--- src/rtl/ctrl_pkg.sv ---
// ctrl_pkg: shared definitions for the 8-bit computer control sequencer.
//   - opcode values (IR[7:4])
//   - FSM state encoding
//   - A-register source select codes
//   - branch condition codes produced by the instruction decoder
package ctrl_pkg;

    localparam int OPC_W = 4;

    localparam logic [OPC_W-1:0] OP_NOP = 4'h0;
    localparam logic [OPC_W-1:0] OP_LDA = 4'h1;
    localparam logic [OPC_W-1:0] OP_ADD = 4'h2;
    localparam logic [OPC_W-1:0] OP_SUB = 4'h3;
    localparam logic [OPC_W-1:0] OP_STA = 4'h4;
    localparam logic [OPC_W-1:0] OP_LDI = 4'h5;
    localparam logic [OPC_W-1:0] OP_JMP = 4'h6;
    localparam logic [OPC_W-1:0] OP_JC  = 4'h7;
    localparam logic [OPC_W-1:0] OP_JZ  = 4'h8;
    localparam logic [OPC_W-1:0] OP_OUT = 4'hE;
    localparam logic [OPC_W-1:0] OP_HLT = 4'hF;

    typedef enum logic [2:0] {
        ST_INIT    = 3'd0,
        ST_FETCH   = 3'd1,
        ST_DECODE  = 3'd2,
        ST_OPERAND = 3'd3,
        ST_EXEC    = 3'd4,
        ST_HALT    = 3'd5
    } state_t;

    localparam logic [1:0] ASRC_MEM  = 2'd0;
    localparam logic [1:0] ASRC_ALU  = 2'd1;
    localparam logic [1:0] ASRC_OPND = 2'd2;

    typedef enum logic [1:0] {
        COND_NONE   = 2'd0,
        COND_ALWAYS = 2'd1,
        COND_CARRY  = 2'd2,
        COND_ZERO   = 2'd3
    } cond_t;

endpackage

--- src/rtl/control_sequencer_instr_decoder.sv ---
// instr_decoder: combinational classification of an opcode.
// Ports:
//   opcode    in  4  IR[7:4]
//   is_2byte  out 1  instruction carries an operand byte
//   is_jump   out 1  JMP/JC/JZ
//   cond      out 2  branch condition (COND_NONE for non-jumps)
//   illegal   out 1  undefined opcode (0x9..0xD)
module instr_decoder
    import ctrl_pkg::*;
(
    input  logic [OPC_W-1:0] opcode,
    output logic             is_2byte,
    output logic             is_jump,
    output cond_t            cond,
    output logic             illegal
);

    // Opcode classification table
    always_comb begin
        is_2byte = 1'b0;
        is_jump  = 1'b0;
        cond     = COND_NONE;
        illegal  = 1'b0;
        case (opcode)
            OP_NOP, OP_OUT, OP_HLT: begin
                is_2byte = 1'b0;
            end
            OP_LDA, OP_ADD, OP_SUB, OP_STA, OP_LDI: begin
                is_2byte = 1'b1;
            end
            OP_JMP: begin
                is_2byte = 1'b1;
                is_jump  = 1'b1;
                cond     = COND_ALWAYS;
            end
            OP_JC: begin
                is_2byte = 1'b1;
                is_jump  = 1'b1;
                cond     = COND_CARRY;
            end
            OP_JZ: begin
                is_2byte = 1'b1;
                is_jump  = 1'b1;
                cond     = COND_ZERO;
            end
            default: begin
                illegal = 1'b1;
            end
        endcase
    end

endmodule

--- src/rtl/control_sequencer.sv ---
// control_sequencer: fetch/decode/execute controller for the 8-bit computer.
// Owns the FSM, the opcode register, the operand register and the carry/zero flags.
// All strobes are decoded from registered state; in FETCH the go condition
// (run | step) additionally gates ir_we/pc_hold.
// Ports:
//   clk, rst            clock / asynchronous active-high reset
//   run, step           free-run level / single-instruction pulse
//   pc_addr             current PC value from the PC block
//   mem_rdata           memory read data for mem_addr
//   alu_carry, alu_zero ALU status for A op mem_rdata
//   mem_addr, mem_we    memory address / write strobe
//   ir_we, a_we, a_src  IR load, A load and A source select
//   alu_sub, out_we     ALU subtract select, output register load
//   pc_hold, pc_load    PC hold (0 = increment) / PC load (overrides hold)
//   jump_addr           PC load value
//   halted, illegal     HALT state indicator / undefined opcode pulse
module control_sequencer
    import ctrl_pkg::*;
#(
    parameter int ADDR_W          = 8,
    parameter int DATA_W          = 8,
    parameter bit HALT_ON_ILLEGAL = 1'b0
) (
    input  logic              clk,
    input  logic              rst,
    input  logic              run,
    input  logic              step,
    input  logic [ADDR_W-1:0] pc_addr,
    input  logic [DATA_W-1:0] mem_rdata,
    input  logic              alu_carry,
    input  logic              alu_zero,
    output logic [ADDR_W-1:0] mem_addr,
    output logic              mem_we,
    output logic              ir_we,
    output logic              a_we,
    output logic [1:0]        a_src,
    output logic              alu_sub,
    output logic              out_we,
    output logic              pc_hold,
    output logic              pc_load,
    output logic [ADDR_W-1:0] jump_addr,
    output logic              halted,
    output logic              illegal
);

    state_t             state_r;
    state_t             state_nxt_s;
    // Only the opcode field of the instruction byte is ever consulted.
    logic [OPC_W-1:0]   opcode_r;
    logic [ADDR_W-1:0]  operand_r;
    logic               carry_r;
    logic               zero_r;
    logic               flag_we_s;
    logic               go_s;
    logic               cond_met_s;

    logic               dec_is_2byte_s;
    logic               dec_is_jump_s;
    cond_t              dec_cond_s;
    logic               dec_illegal_s;

    instr_decoder u_dec (
        .opcode   (opcode_r),
        .is_2byte (dec_is_2byte_s),
        .is_jump  (dec_is_jump_s),
        .cond     (dec_cond_s),
        .illegal  (dec_illegal_s)
    );

    assign go_s = run | step;

    // Branch condition evaluation against the registered flags
    always_comb begin
        cond_met_s = 1'b0;
        case (dec_cond_s)
            COND_ALWAYS: cond_met_s = 1'b1;
            COND_CARRY:  cond_met_s = carry_r;
            COND_ZERO:   cond_met_s = zero_r;
            default:     cond_met_s = 1'b0;
        endcase
    end

    // Next-state and strobe decode
    always_comb begin
        state_nxt_s = state_r;
        mem_addr    = pc_addr;
        mem_we      = 1'b0;
        ir_we       = 1'b0;
        a_we        = 1'b0;
        a_src       = ASRC_MEM;
        alu_sub     = 1'b0;
        out_we      = 1'b0;
        pc_hold     = 1'b1;
        pc_load     = 1'b0;
        jump_addr   = operand_r;
        halted      = 1'b0;
        illegal     = 1'b0;
        flag_we_s   = 1'b0;
        case (state_r)
            ST_INIT: begin
                // The PC block has no reset of its own; force it to 0 here.
                pc_load     = 1'b1;
                jump_addr   = {ADDR_W{1'b0}};
                state_nxt_s = ST_FETCH;
            end
            ST_FETCH: begin
                if (go_s) begin
                    ir_we       = 1'b1;
                    pc_hold     = 1'b0;
                    state_nxt_s = ST_DECODE;
                end else begin
                    state_nxt_s = ST_FETCH;
                end
            end
            ST_DECODE: begin
                if (dec_illegal_s) begin
                    illegal = 1'b1;
                    if (HALT_ON_ILLEGAL) begin
                        state_nxt_s = ST_HALT;
                    end else begin
                        state_nxt_s = ST_FETCH;
                    end
                end else if (opcode_r == OP_HLT) begin
                    state_nxt_s = ST_HALT;
                end else if (dec_is_2byte_s) begin
                    state_nxt_s = ST_OPERAND;
                end else begin
                    out_we      = (opcode_r == OP_OUT);
                    state_nxt_s = ST_FETCH;
                end
            end
            ST_OPERAND: begin
                pc_hold     = 1'b0;
                state_nxt_s = ST_EXEC;
            end
            ST_EXEC: begin
                mem_addr    = operand_r;
                state_nxt_s = ST_FETCH;
                if (dec_is_jump_s) begin
                    pc_load = cond_met_s;
                end else begin
                    case (opcode_r)
                        OP_LDA: begin
                            a_we  = 1'b1;
                            a_src = ASRC_MEM;
                        end
                        OP_ADD: begin
                            a_we      = 1'b1;
                            a_src     = ASRC_ALU;
                            flag_we_s = 1'b1;
                        end
                        OP_SUB: begin
                            a_we      = 1'b1;
                            a_src     = ASRC_ALU;
                            alu_sub   = 1'b1;
                            flag_we_s = 1'b1;
                        end
                        OP_STA: begin
                            mem_we = 1'b1;
                        end
                        OP_LDI: begin
                            a_we  = 1'b1;
                            a_src = ASRC_OPND;
                        end
                        default: begin
                            a_we = 1'b0;
                        end
                    endcase
                end
            end
            ST_HALT: begin
                halted      = 1'b1;
                state_nxt_s = ST_HALT;
            end
            default: begin
                state_nxt_s = ST_INIT;
            end
        endcase
    end

    // FSM state register
    always_ff @(posedge clk or posedge rst) begin
        if (rst) begin
            state_r <= ST_INIT;
        end else begin
            state_r <= state_nxt_s;
        end
    end

    // Opcode, operand and flag registers
    always_ff @(posedge clk or posedge rst) begin
        if (rst) begin
            opcode_r  <= {OPC_W{1'b0}};
            operand_r <= {ADDR_W{1'b0}};
            carry_r   <= 1'b0;
            zero_r    <= 1'b0;
        end else begin
            if (ir_we) begin
                opcode_r <= mem_rdata[DATA_W-1 -: OPC_W];
            end
            if (state_r == ST_OPERAND) begin
                operand_r <= mem_rdata[ADDR_W-1:0];
            end
            if (flag_we_s) begin
                carry_r <= alu_carry;
                zero_r  <= alu_zero;
            end
        end
    end

endmodule

--- config.mk ---
export PLATFORM = sky130hd
export DESIGN_NAME = control_sequencer
export DESIGN_NICKNAME = d
export VERILOG_FILES = /design/src/rtl/ctrl_pkg.sv /design/src/rtl/control_sequencer_instr_decoder.sv /design/src/rtl/control_sequencer.sv
export SDC_FILE = /design/constraint.sdc
export NUM_CORES = 1
export LEC_CHECK = 0
export CAP_MARGIN = 20
export CORE_UTILIZATION = 35
export CTS_CLUSTER_DIAMETER = 40
export DETAILED_ROUTE_END_ITERATION = 6
export PLACE_DENSITY = 0.7
export SYNTH_ARGS = -nofsm -noshare
export SYNTH_HDL_FRONTEND = slang
export SYNTH_SLANG_ARGS = --single-unit
--- constraint.sdc ---
create_clock -name clk -period 5.8 [get_ports clk]
set_clock_uncertainty 0.05 [all_clocks]
set_input_delay 1.74 -clock clk [delete_from_list [all_inputs] [get_ports clk]]
set_output_delay 1.74 -clock clk [all_outputs]
set_load 0.005 [all_outputs]
[Yosys cells after proc, flatten, opt, wreduce, memory -nomap -nowiden]
Index checks and enable logic that the tools add are counted.
Storage, ports and cells
  register bits after elaboration: 17
  bits in latches: 0
  RAM bits: 0
  bits in read-only memories: 0
  input port bits: 22
  output and inout port bits: 27
  word-level logic and storage cells: 71
  memories kept: 0
Operators by class
  add/subtract/negate cells: 0
  multiply operators: 0
  divide/modulo/power cells: 0
  magnitude comparators: 0
  eq/ne operators: 18
  shift operators: 0
  multiplexer cells: 39
  bitwise logic cells: 1
  reductions and logical operators: 8
Operators by type and width (count)
  2-to-1 mux 1 bit: 25
  == test 4 x 3 -> 1 bit (second input constant): 4
  2-to-1 mux 8 bit: 2
  one-hot mux 3 bit (5 select lines): 1
  == test 4 bit (second input constant): 3
  OR reduction 11 bit: 1
  == test 4 x 2 -> 1 bit (second input constant): 2
  2-to-1 mux 2 bit: 4
  OR reduction 8 bit: 1
  == test 3 x 2 -> 1 bit (second input constant): 2
  == test 3 bit (second input constant): 2
  2-to-1 mux 3 bit: 2
  one-hot mux 2 bit (3 select lines): 1
  == test 2 bit (second input constant): 2
  == test 4 x 1 -> 1 bit (second input constant): 1
  logical NOT 4 bit: 1
  one-hot mux 1 bit (2 select lines): 2
  one-hot mux 2 bit (2 select lines): 1
  OR reduction 2 bit: 2
  OR reduction 4 bit: 1
  == test 3 x 1 -> 1 bit (second input constant): 1
  logical NOT 3 bit: 1
  one-hot mux 1 bit (3 select lines): 1
  OR reduction 3 bit: 1
  other kinds (2): 2

[Longest topological paths before layout]
Gate-level depths: netlist of run 1.
  depth in word-level cells: 7
  mapped depth: 5

[By module]
A second synthesis of run 1 with hierarchy kept.
Second synthesis, totals
  cells, all modules: 97
  area total of the unflattened synthesis: 1033.5 um^2
By module, submodules not included
  control_sequencer: times used 1, cells an instance 86, area an instance 964.7 um^2, sequential area each 425.4 um^2
  instr_decoder: times used 1, cells an instance 11, area an instance 68.8 um^2, sequential area each 0.0 um^2

[Worst setup path after synthesis of run 1]
No wires, ideal clock.
  path type: input to output
  start: input port step
  end: output port ir_we
  arrival time: 2192 ps
  setup slack: 1818 ps
  stages on the path: 2
  path buffers: 0
  cells stage by stage: o211ai_1 inv_1
Between the ends
  word-level cells in the longest chain between the ends: 3
Ends and longest elaborated chain
  start, declared: RTL line control_sequencer.sv:27  | input logic step,
  OR 1 bit: RTL line control_sequencer.sv:70  | assign go_s = run | step;
  2-to-1 mux 1 bit: RTL line control_sequencer.sv:107  | if (go_s) begin
  2-to-1 mux 1 bit: RTL line control_sequencer.sv:99  | case (state_r)
  end, declared: RTL line control_sequencer.sv:34  | output logic ir_we,
Every way passes these cells.

[Worst setup path in the final report of run 1]
Same ends and word-level chain as after synthesis.

==> results of run 1 <==
power groups by stage:
stage	sequential, mW	combinational, mW	clock (mW)
2_1_floorplan	0.209	0.244	0
3_3_place_gp	0.250	0.364	0
3_5_place_dp	0.254	0.371	0
4_1_cts	0.253	0.376	0.0656
5_1_grt	0.266	0.406	0.0724
6_report	0.254	0.372	0.0648
routing by layer:
layer  vias up  GRT usage
li1        406          -
met1       420     0.2300
met2        34     0.2605
met3         3    0.03687
met4         0    0.04181
met5         -          0
registers in the layout (all words and copies together), names as in the netlist:
register	cells
operand_r	8
carry_r	1
state_r	3
opcode_r	4
zero_r	1
cell type report:
type | count | area, um^2
Multi-Input combinational cell | 60 | 546.8
Clock buffer | 4 | 26.28
Timing Repair Buffer | 50 | 493.0
Inverter | 6 | 22.52
Tap cell | 31 | 38.79
Fill cell | 261 | 1229
Sequential cell | 17 | 425.4
cells in the mapped netlist, types with 2 or more instances:
library cell / instances / area [um^2]
buf_2: 3 / 15.01
buf_6: 2 / 22.52
dfrtp_1: 17 / 425.4
inv_1: 6 / 22.52
mux2_2: 14 / 157.7
mux2_4: 8 / 120.1
nand2_1: 2 / 7.510
nand3_1: 4 / 20.02
nor2b_1: 8 / 50.05
nor3_1: 4 / 20.02
o211ai_1: 2 / 15.01
layout by cell type (no fill, tap or decap), types with 2 or more instances in the layout:
cell             count
clkdlybuf4s50_1     48
nand2_1              2
o211ai_1             2
mux2_2              14
inv_1                6
clkbuf_4             3
mux2_4               8
dfrtp_1             17
nor3_1               4
nor2b_1              8
nand3_1              4
kinds of logic (layout without fill, tap and decap cells):
kind of cell | Yosys count | after routing | share of synthesized area
compound gates | 7 | 7 | 0.05036
xor+xnor | 1 | 1 | 0.008395
buf+inv | 13 | 60 | 0.06834
flops | 17 | 17 | 0.4077
mux | 23 | 23 | 0.2758
simple gates | 29 | 29 | 0.1895
how the worst max path moves through the flow:
stage | endpoint | slack, ns | depth (start not counted)
floorplan | ir_we | 1.82 | 2
global placement | ir_we | 0.99 | 5
detailed placement | pc_hold | 0.99 | 3
CTS | ir_we | 0.97 | 5
global route | ir_we | 0.92 | 5
finish | ir_we | 0.97 | 5
critical path: cells and delay by family:
| family | cells | cell delay, ns |
|---|---|---|
| buffers and inverters | 4 | 1.20 |
| AOI/OAI and AO/OA | 1 | 0.10 |
metrics by stage:
| step | utilization | cells | hold slack (ns) | cell area (um^2) |
|---|---|---|---|---|
| floorplan | - | 90 | 0.4306 | 1044 |
| global route | 0.5583 | 168 | 0.4863 | 1553 |
| CTS | 0.5565 | 167 | 0.4717 | 1548 |
| detailed placement | 0.5470 | 163 | 0.4492 | 1521 |
| global placement | 0.5470 | 163 | 0.4478 | 1521 |
| finish | 0.5583 | 168 | 0.4663 | 1553 |
==> flow_summary_export.csv, run 1 <==
group,metric,value,unit
grt,grt_pass1_vias,886,
clock_network,cts_tree,"yes",
cells_and_area,n_antenna_cell,0,
floorplanning,placementRows,19,
power_and_ir_drop,comb_power_share,0.539,
power_and_ir_drop,p_sw_frac,0.3555,
grt,grt_usage,0.1656,
cells_and_area,drive_gt1_frac,0.2190,
routing,via_per_inst,5.137,
worst_setup_path,r2r_cells,3,
grt,grt_pass1_wl,4105,um
placed_design,place_ws,0.9874,ns
routing,drt_pass1_iterations,4,
power_and_ir_drop,p_int,0.4454,mW
routing,wl_per_cell,14.66,um
min_path,whs_endpoint,"carry_r",
worst_setup_path,critPathMostFrequentCell,"clkdlybuf4s50_1",
min_path,hold_class,"flop to flop",
floorplanning,dieArea,3204,um^2
floorplanning,ioPinCount,49,
routing,dr_total_vias,863,
power_and_ir_drop,p_clk_frac,0.094,
routing,first_iter_violations,11,
floorplanning,start_util,0.3752,
logic_synthesis,ys_async_sr_fraction,1.000,
power_and_ir_drop,leakage,0.6618,nW
grt,grt_max_degree,18,
logic_synthesis,yosys_register_bits,17,
placed_design,gp_congestion,0.7743,
worst_setup_path,r2r_slack,4.17,ns
clock_network,cts.path.max_buffers,2,
logic_synthesis,yosys_warnings,0,
worst_setup_path,worstPathRequired,4.01,ns
power_and_ir_drop,power_frac_seq,0.367,
placed_design,io_buffers,48,
sta,period_share,0.8326,
clock_network,cts_resized,0,
routing,drt-total-wl,2463,um
worst_setup_path,arrival,3.04,ns
cells_and_area,nets,160,
status,outcome,"finished clean",
clock_network,post-cts-setup-buffers,0,
clock_network,clk_pin_slew_worst_paths,0.10,ns
routing,route.detailed.drc,0,
sta,min_period,4.829,ns
grt,gr-total-overflow,0,
min_path,whs_path_depth,1,
min_path,hp-start,"carry_r",
cells_and_area,area_delta_synth_final,48.80,%
logic_synthesis,synth.yosys.seq_area_share,0.4077,
logic_synthesis,syn_inst,90,
clock_network,hold_buffers,0,
floorplanning,coreArea,2781,um^2
power_and_ir_drop,vdd_drop_max,277.8,uV
worst_setup_path,r2r_start,"opcode_r[3]",
power_and_ir_drop,power_switching,0.2457,mW
grt,antenna_found_initial,0,
logic_synthesis,synth_ff_type,"dfrtp_1",
clock_network,clock_sinks,17,
power_and_ir_drop,power.density,445.0,nW/um^2
sta,rsz0062_at_grt,"false",
sta,setup_viol,0,
sta,clock.fmax,207.1,MHz
logic_synthesis,syn_area_per_cell,11.59,um^2
clock_network,cts-root-buf,"clkbuf_4",
floorplanning,die_w,56.60,um
sta,fin_tns_setup,0,ns
worst_setup_path,cp_max_fo,6,
sta,worst_slack,0.9707,ns
worst_setup_path,path_class,"input port to output port",
worst_setup_path,slowest_stage,"clkdlybuf4s50_1",
logic_synthesis,synth.net_count,112,
routing,wl_met1,1104,um
sta,hold_viol,0,
routing,met2WireLength,1159,um
routing,ant_nets,0,
logic_synthesis,synth_area,1044,um^2
routing,top_layer,"met4",
clock_network,htree_levels,1,
worst_setup_path,startpoint_type,"input port",
logic_synthesis,synth_edf_count,0,
clock_network,clk_latency,0.30,ns
logic_synthesis,synthDistinctLibCells,31,
job,drv_cap,0,
worst_setup_path,timing.rr.end,"zero_r",
sta,slew_headroom,0.5245,
placed_design,dp_hpwl,1757,um
sta,drv_slew,0,
worst_setup_path,critical-path-max-stage-delay,0.49,ns
worst_setup_path,crit_path_start,"step",
power_and_ir_drop,p_total,0.6910,mW
worst_setup_path,path_cells,"clkdlybuf4s50_1 -> o211ai_1 -> buf_4 -> inv_1 -> clkdlybuf4s50_1",
routing,wl_met3,173,um
floorplanning,die_h,56.60,um
sta,worst_pin_slew,0.7133,ns
clock_network,cts_buffers,3,
worst_setup_path,critical_path.endpoint_type,"output port",
(Power assumes the default switching activity.)
==> run 2: changes to the inputs <==
--- a/config.mk
+++ b/config.mk
@@ -9,7 +9,7 @@
 export CORE_UTILIZATION = 35
 export CTS_CLUSTER_DIAMETER = 40
 export DETAILED_ROUTE_END_ITERATION = 6
-export PLACE_DENSITY = 0.7
+export PLACE_DENSITY = 0.73
 export SYNTH_ARGS = -nofsm -noshare
 export SYNTH_HDL_FRONTEND = slang
 export SYNTH_SLANG_ARGS = --single-unit
==> constraint.sdc (replaced) <==
create_clock -name clk -period 4.2 [get_ports clk]
set_clock_uncertainty 0.05 [all_clocks]
set_input_delay 1.26 -clock clk [delete_from_list [all_inputs] [get_ports clk]]
set_output_delay 1.26 -clock clk [all_outputs]
set_load 0.005 [all_outputs]
==> run 2 against run 1 <==
Against the previous run:
- count of clock-buffer cells in the layout is 1 lower
- via count is 0.81% lower
- wire length is 2.8% lower
- register-to-register slack worse by 1.6 ns
- critical path type unchanged
- utilization is 0.13 points higher
- non-clock buffer count stayed put
- highest routed layer unchanged
- first-iteration DRC count is 18% higher
- global-route usage is 0.16 points lower
- clock power is 39% higher
==> flow_summary_export.csv, run 2 (synthesis gave the netlist of run 1 again) <==
group,metric,value,unit
floorplanning,coreArea,2781,um^2
sta,drv_slew,0,
clock_network,htree_levels,1,
sta,rsz0062_at_grt,"false",
cells_and_area,final_cells,168,
sta,worst_hold_slack,0.4773,ns
sta,hold_viol,0,
floorplanning,placementRows,19,
sta,min_period,3.894,ns
worst_setup_path,r2r_start,"opcode_r[3]",
cells_and_area,top_register,"operand_r",
min_path,whs_path_depth,1,
worst_setup_path,r2r_cells,3,
min_path,whs_endpoint,"carry_r",
cells_and_area,area_delta_synth_final,49.16,%
floorplanning,dieArea,3204,um^2
clock_network,cts_buffers,3,
routing,ant_nets,0,
sta,fin_tns_setup,0,ns
power_and_ir_drop,power.density,613.1,nW/um^2
grt,antenna_found_initial,0,
sta,slew_headroom,0.5552,
clock_network,post-cts-setup-buffers,0,
worst_setup_path,path_class,"input port to output port",
clock_network,clock_sinks,17,
cells_and_area,n_antenna_cell,0,
floorplanning,start_util,0.3752,
sta,setup_viol,0,
clock_network,cts.path.max_buffers,2,
routing,dr_total_vias,856,
worst_setup_path,startpoint_type,"input port",
power_and_ir_drop,vdd_drop_max,425.7,uV
power_and_ir_drop,p_total,0.9543,mW
routing,route.detailed.drc,0,
routing,wl_per_cell,14.25,um
sta,period_share,0.9271,
cells_and_area,nets,160,
clock_network,clk_pin_slew_worst_paths,0.10,ns
worst_setup_path,timing.rr.end,"zero_r",
min_path,hp-start,"carry_r",
worst_setup_path,cp_max_fo,2,
placed_design,dp_hpwl,1802,um
floorplanning,die_w,56.60,um
routing,drt_pass1_iterations,4,
clock_network,clk_latency,0.30,ns
cells_and_area,largest_reg_flops,8,
clock_network,hold_buffers,0,
grt,grt_max_degree,18,
placed_design,place_ws,0.3076,ns
worst_setup_path,r2r_slack,2.58,ns
cells_and_area,reg_top3,"operand_r (8), opcode_r (4), state_r (3)",
min_path,hold_class,"flop to flop",
clock_network,cts-root-buf,"clkbuf_4",
power_and_ir_drop,leakage,0.6649,nW
sta,worst_pin_slew,0.6672,ns
cells_and_area,utilization,0.5596,
clock_network,cts_resized,0,
job,drv_cap,0,
worst_setup_path,critical_path.endpoint_type,"output port",
cells_and_area,mostFrequentLayoutCell,"clkdlybuf4s50_1",
routing,drt-total-wl,2394,um
cells_and_area,stdcell_area,1556,um^2
routing,via_per_inst,5.095,
clock_network,cts_tree,"yes",
routing,first_iter_violations,13,
sta,worst_slack,0.3060,ns
grt,grt_pass1_wl,3995,um
worst_setup_path,arrival,2.58,ns
grt,gr-total-overflow,0,
floorplanning,die_h,56.60,um
cells_and_area,mostFrequentLayoutCells,"clkdlybuf4s50_1, dfrtp_1, mux2_2",
grt,grt_pass1_vias,868,
sta,clock.fmax,256.8,MHz
placed_design,gp_congestion,0.7829,
placed_design,place_inst,164,
grt,grt_usage,0.1640,
placed_design,io_buffers,48,
floorplanning,ioPinCount,49,
placed_design,place_area,1529,um^2
status,outcome,"finished clean",
cells_and_area,drive_gt1_frac,0.2263,
worst_setup_path,worstPathRequired,2.89,ns
run 2: worst max path at each step:
stage	start	slack, ns	cells past startpoint	to
floorplan	step	1.18	2	ir_we
global placement	step	0.39	3	pc_hold
detailed placement	run	0.31	3	pc_hold
CTS	step	0.30	3	pc_hold
global route	run	0.27	3	pc_hold
finish	step	0.31	3	pc_hold
run 2: per-layer routing:
metal / share of wire / GRT usage / vias to the layer above
met4: 0.019 / 0.08014 / 0
met5: 0 / 0 / -
met1: 0.41 / 0.2079 / 405
li1: - / - / 407
met3: 0.069 / 0.03226 / 6
met2: 0.50 / 0.2655 / 38
run 2: critical path, stage by stage:
cell	delay, ns
clkdlybuf4s50_1	0.43
o31ai_1	0.33
clkdlybuf4s50_1	0.56
run 2: area by class of cell:
| type | instances | area (um^2) |
|---|---|---|
| well taps | 31 | 38.79 |
| clock inverters | 1 | 5.005 |
| clock buffers | 3 | 22.52 |
| multi-input cells | 60 | 546.8 |
| fillers | 250 | 1225 |
| inverters | 6 | 22.52 |
| flip-flops and latches | 17 | 425.4 |
| repair buffers | 50 | 495.5 |
run 2: where the power goes:
group          total (mW)  leakage, nW  internal, mW  switching [mW]
sequential          0.349        0.204         0.244           0.105
combinational       0.515        0.443         0.337           0.178
clock              0.0900       0.0177        0.0355          0.0545
==> run 3: changes to the inputs <==
--- a/config.mk
+++ b/config.mk
@@ -5,7 +5,6 @@
 export SDC_FILE = /design/constraint.sdc
 export NUM_CORES = 1
 export LEC_CHECK = 0
-export CAP_MARGIN = 20
 export CORE_UTILIZATION = 35
 export CTS_CLUSTER_DIAMETER = 40
 export DETAILED_ROUTE_END_ITERATION = 6
==> results of run 3 <==
Same layout as run 2: the final DEF is identical, and so are final timing and power.
